$ cat src/rtl/watch_mmss_cnt.sv
// -----------------------------------------------------------------------------
// watch_mmss_cnt
//   BCD minutes:seconds timekeeping counter with a user set mode.
//   Time advances on the 1 Hz enable while in RUN. In SET_MIN and SET_SEC the
//   UP button edits the selected field and timekeeping is halted. The packed
//   BCD word drives a 4-digit FND driver directly.
//
//   Optional build macro WATCH_BLINK_EN: when defined, the field being edited
//   flashes using a phase derived from the 200 Hz enable. When undefined,
//   oBLANK is tied to zero and iEN_200 is unused.
//
// Parameters
//   INIT_MIN   BCD minutes loaded at reset (00..59)
//   INIT_SEC   BCD seconds loaded at reset (00..59)
//   BLINK_DIV  iEN_200 pulses per blink half-period
//
// Ports
//   iCLK       system clock
//   iRESETn    synchronous active-low reset
//   iEN_1      1 Hz one-cycle enable
//   iEN_200    200 Hz one-cycle enable (blink timebase)
//   iBTN_MODE  one-cycle pulse, RUN -> SET_MIN -> SET_SEC -> RUN
//   iBTN_UP    one-cycle pulse, increments the selected field
//   oDATA_CNT  {min_tens, min_ones, sec_tens, sec_ones}, 4 bits per digit
//   oBLANK     per-digit blank flags, bit 3 = min_tens, 1 = digit off
//   oMODE      0 = RUN, 1 = SET_MIN, 2 = SET_SEC
// -----------------------------------------------------------------------------
module watch_mmss_cnt #(
  parameter logic [7:0]  INIT_MIN  = 8'h00,
  parameter logic [7:0]  INIT_SEC  = 8'h00,
  parameter int unsigned BLINK_DIV = 100
) (
  input  logic        iCLK,
  input  logic        iRESETn,
  input  logic        iEN_1,
  input  logic        iEN_200,
  input  logic        iBTN_MODE,
  input  logic        iBTN_UP,
  output logic [15:0] oDATA_CNT,
  output logic [3:0]  oBLANK,
  output logic [1:0]  oMODE
);

  localparam logic [1:0] ST_RUN     = 2'd0;
  localparam logic [1:0] ST_SET_MIN = 2'd1;
  localparam logic [1:0] ST_SET_SEC = 2'd2;

  logic [1:0] state_q, state_next;
  logic [7:0] min_q, min_next;
  logic [7:0] sec_q, sec_next;
  logic [8:0] sec_inc;
  logic [8:0] min_inc;

  // Mod-60 BCD increment. Returns {carry, value}. Out-of-range digits are
  // folded back into range so the counter self-recovers from a bad load.
  function automatic logic [8:0] bcd_inc60(input logic [7:0] v);
    logic [3:0] ones;
    logic [3:0] tens;
    logic       carry;
    ones  = v[3:0];
    tens  = v[7:4];
    carry = 1'b0;
    if (ones >= 4'd9) begin
      ones = 4'd0;
      if (tens >= 4'd5) begin
        tens  = 4'd0;
        carry = 1'b1;
      end else begin
        tens = tens + 4'd1;
      end
    end else begin
      ones = ones + 4'd1;
    end
    return {carry, tens, ones};
  endfunction

  assign sec_inc = bcd_inc60(sec_q);
  assign min_inc = bcd_inc60(min_q);

  // A MODE pulse always wins over UP in the same cycle. In RUN a coincident
  // tick is still applied; in the set states ticks are ignored entirely.
  always_comb begin
    state_next = state_q;
    min_next   = min_q;
    sec_next   = sec_q;
    case (state_q)
      ST_RUN: begin
        if (iEN_1) begin
          sec_next = sec_inc[7:0];
          if (sec_inc[8]) begin
            min_next = min_inc[7:0];
          end
        end
        if (iBTN_MODE) begin
          state_next = ST_SET_MIN;
        end
      end
      ST_SET_MIN: begin
        if (iBTN_MODE) begin
          state_next = ST_SET_SEC;
        end else if (iBTN_UP) begin
          min_next = min_inc[7:0];
        end
      end
      ST_SET_SEC: begin
        if (iBTN_MODE) begin
          state_next = ST_RUN;
        end else if (iBTN_UP) begin
          sec_next = sec_inc[7:0];
        end
      end
      default: begin
        state_next = ST_RUN;
      end
    endcase
  end

  always_ff @(posedge iCLK) begin
    if (!iRESETn) begin
      state_q <= ST_RUN;
      min_q   <= INIT_MIN;
      sec_q   <= INIT_SEC;
    end else begin
      state_q <= state_next;
      min_q   <= min_next;
      sec_q   <= sec_next;
    end
  end

  assign oDATA_CNT = {min_q, sec_q};
  assign oMODE     = state_q;

`ifdef WATCH_BLINK_EN
  localparam int unsigned CNT_W = (BLINK_DIV > 1) ? $clog2(BLINK_DIV) : 1;
  localparam logic [CNT_W-1:0] CNT_LAST = CNT_W'(BLINK_DIV - 1);

  logic             phase_hidden_q;
  logic [CNT_W-1:0] blink_cnt_q;
  logic             next_is_set;
  logic             entering_set;
  logic             up_accepted;

  assign next_is_set  = (state_next == ST_SET_MIN) || (state_next == ST_SET_SEC);
  assign entering_set = next_is_set && (state_next != state_q);
  assign up_accepted  = iBTN_UP && !iBTN_MODE &&
                        ((state_q == ST_SET_MIN) || (state_q == ST_SET_SEC));

  // Entering a set state or accepting an edit restarts the visible
  // half-period, so the user always sees the value just changed.
  always_ff @(posedge iCLK) begin
    if (!iRESETn) begin
      phase_hidden_q <= 1'b0;
      blink_cnt_q    <= '0;
    end else if (!next_is_set || entering_set || up_accepted) begin
      phase_hidden_q <= 1'b0;
      blink_cnt_q    <= '0;
    end else if (iEN_200) begin
      if (blink_cnt_q == CNT_LAST) begin
        blink_cnt_q    <= '0;
        phase_hidden_q <= ~phase_hidden_q;
      end else begin
        blink_cnt_q <= blink_cnt_q + 1'b1;
      end
    end
  end

  always_comb begin
    oBLANK = '0;
    if (phase_hidden_q) begin
      case (state_q)
        ST_SET_MIN: oBLANK = 4'b1100;
        ST_SET_SEC: oBLANK = 4'b0011;
        default:    oBLANK = '0;
      endcase
    end
  end
`else
  logic [31:0] unused_blink;
  assign unused_blink = {31'(BLINK_DIV), iEN_200};
  assign oBLANK       = '0;
`endif

endmodule

$ cat config.mk
export PLATFORM = sky130hd
export DESIGN_NAME = watch_mmss_cnt
export DESIGN_NICKNAME = d
export VERILOG_FILES = /design/src/rtl/watch_mmss_cnt.sv
export SDC_FILE = /design/constraint.sdc
export NUM_CORES = 1
export LEC_CHECK = 0
export ABC_CLOCK_PERIOD_IN_PS = 2300
export CORE_ASPECT_RATIO = 0.75
export CORE_MARGIN = 2
export CORE_UTILIZATION = 25
export DETAILED_ROUTE_END_ITERATION = 10
export PLACE_DENSITY = 0.43
export SLEW_MARGIN = 10
export SYNTH_ARGS = -nofsm -noshare
export SYNTH_HDL_FRONTEND = slang
export SYNTH_SLANG_ARGS = --single-unit
$ cat constraint.sdc
create_clock -name iCLK -period 2.3 [get_ports iCLK]
set_input_delay 0.46 -clock iCLK [delete_from_list [all_inputs] [get_ports iCLK]]
set_output_delay 0.46 -clock iCLK [all_outputs]
set_load 0.005 [all_outputs]
==> results.txt <==
Synth cell types: 38
RSZ-0062 raised after global routing: false
gr usage total: 0.109
grt ovf: 0
fraction of registers with async set/reset: 0
Root Buffer: clkbuf_8
multi-input logic area: 712 um^2
crit path kind: flop to flop
gpl congestion: 0.719
share of layout cells above drive strength 1: 0.0921
Synth area leader: dfxtp_1
CTS tree: yes
filler cell count: 471
fin. max-slew vios: 0
Wirelength per Cell: 11.7 um
Clock Skews: 0.00474 ns
placed cells: 205
Yosys Warn Count: 0
setup bufs post-CTS: 0
row cnt: 21
WP data required: 2.44 ns
critical path capture point type: flop
first-pass GRT wire length: 4460 um
top_reg_cell synth: dfxtp_1
HP Class: flop to flop
Seq/Total Area, Yosys: 0.317
Critical Path AT: 2.13 ns
Post-Syn Area per Cell: 8.95 um^2
Power Dens Cells: 465 nW/um^2
setup violators final: 0
peak supply drop: 182 uV
area post-placement: 1420 um^2
setup TNS: 0 ns
min Tclk post-route: 2.00 ns
area grow syn2layout: 29.8%
R2R cell count: 7
Post-Layout Cell Count: 209
uppermost routed layer: met4
met3 WL post-DR: 100 um
fin crit share: 0.868
H-tree depth: 1
Hold Path Origin: sec_q[7]
post-CTS sizing: 0
core area: 4410 um^2
CP Launch Type: flop
diode count: 0
number of buffers created by CTS: 3
Leakage: 0.575 nW
number of flops mapped to enable cells by yosys: 0
Hold Buf Count CTS: 0
clk_lat worst skew: 0.26 ns
Hold Slack: 0.524 ns
status: completed
# IOs: 28
synth cell count leaders: dfxtp_1 (18), nand2_1 (17), ha_1 (12)
Die Ht: 62.4 um
Crit-path slowest cell: o32a_1
CP cell instances: inv_1 > ha_1 > nor3b_1 > nand2b_4 > o32a_1 > o311ai_2 > o41ai_2
Mapped Cells: 127
DR vias/cell: 4.54
DR DRC count: 0
top cell type's share of synthesized area: 0.317
vias in the first global route: 949
clock tree buffer depth: 2
worst setup path startpoint: sec_q[0]
number of synthesized register bits: 18
Sinks on Clock Net: 18
largest net degree at the start of global routing: 13
CP max stage delay: 0.42 ns
mapped cell area: 1140 um^2
Sequential Area: 360 um^2
routed wl met2: 1100 um
clock-pin slew on the worst setup and hold paths: 0.07 ns
f_max: 0.501 GHz
Final Cell Area: 1480 um^2
r2r startpoint: sec_q[0]
final WL: 2450 um
PortBufs: 22
Final ANT Viol Nets: 0
First-pass DRT Iterations: 2
post-DP HPWL: 1850 um
Final Hold Viols: 0
WL met1: 1240 um
initial antenna violation count: 0
Hold Crit Depth: 2
starting density of the core: 0.257
DIE WIDTH: 81.8 um
count leader, synth: dfxtp_1
Critical Path Fanout Max: 5
top post-synthesis cells by area: dfxtp_1 (32%), ha_1 (13%), nand2_1 (5.6%)
NumNets Final: 171
routed vias: 948
Initial DRC Count: 27
die footprint: 5110 um^2
number of max-cap violations: 0
[state kept, by name (all words and copies together) (netlist names)]
register	count
min_q	8
oMODE	2
sec_q	8
[path summary, 6_finish.rpt]
kind	endpoint	slack (ns)
worst max-delay path	min_q[6]	0.30
worst min-delay path	sec_q[7]	0.52
worst max register to register	min_q[6]	0.30
worst min register to register	sec_q[7]	0.52
[per-layer routing]
metal  up-vias  track usage
met4         0       0.0188
met5         -            0
met2        15        0.167
met1       446        0.150
li1        485            -
met3         2       0.0390
[cells by family (layout without fill, tap and decap cells)]
group,count (synthesis),count (layout),share of synthesized area
compound gates,23,23,0.184
fa+ha+maj,12,12,0.132
simple gates,53,53,0.263
other cells,1,4,0.00330
buf+inv,16,38,0.0661
mux,3,3,0.0264
flops,18,18,0.317
xor+xnor,1,1,0.00771
[power breakdown]
group,internal [W],switching [W]
Combinational,0.0000496,0.0000421
Clock,0.000152,0.000111
Sequential,0.000319,0.0000117
[cells in the final DEF (no fill, tap or decap), drive strengths merged]
cell type	Yosys	layout
o32a	1	1
and2	3	3
nor3	2	2
nand4b	1	1
ha	12	12
a41oi	1	1
nand3b	2	2
clkbuf	3	4
a32o	1	1
xnor2	1	1
o41ai	2	2
conb	1	4
nor3b	2	2
o21ai	4	4
clkdlybuf4s50	0	22
nor4bb	1	1
nand2b	6	6
nand3	5	5
and3	2	2
a21oi	2	2
nor2b	2	2
dfxtp	18	18
nor2	3	3
or3b	1	1
a21boi	8	8
o32ai	1	1
buf	4	3
nand4	5	5
mux2i	3	3
o311ai	1	1
nand2	18	18
o211ai	1	1
inv	9	9
a41o	1	1
[worst max-delay path: cells and delay by family (launching register included)]
kind | cells | cell delay (ns)
adders and majority gates | 1 | 0.19
DFF | 1 | 0.41
AOI/OAI and AO/OA | 3 | 0.84
and+or+nand+nor | 2 | 0.33
buffers and inverters | 1 | 0.10
[cell type report]
type                       count  share of cell area
multi-input combinational     96               0.483
sequential                    18               0.244
timing repair buffer          25               0.165
tap                           57              0.0483
clock buffer                   4              0.0373
inverter                       9              0.0229
[through the flow]
| step | util | setup slack, ns | power, W |
|---|---|---|---|
| floorplan | - | 0.444 | 0.000395 |
| global placement | 0.322 | 0.331 | 0.000429 |
| detailed placement | 0.322 | 0.292 | 0.000431 |
| CTS | 0.334 | 0.275 | 0.000701 |
| global route | 0.334 | 0.132 | 0.000725 |
| finish | 0.334 | 0.303 | 0.000685 |
No activity file was read; power rests on OpenSTA's default activity.
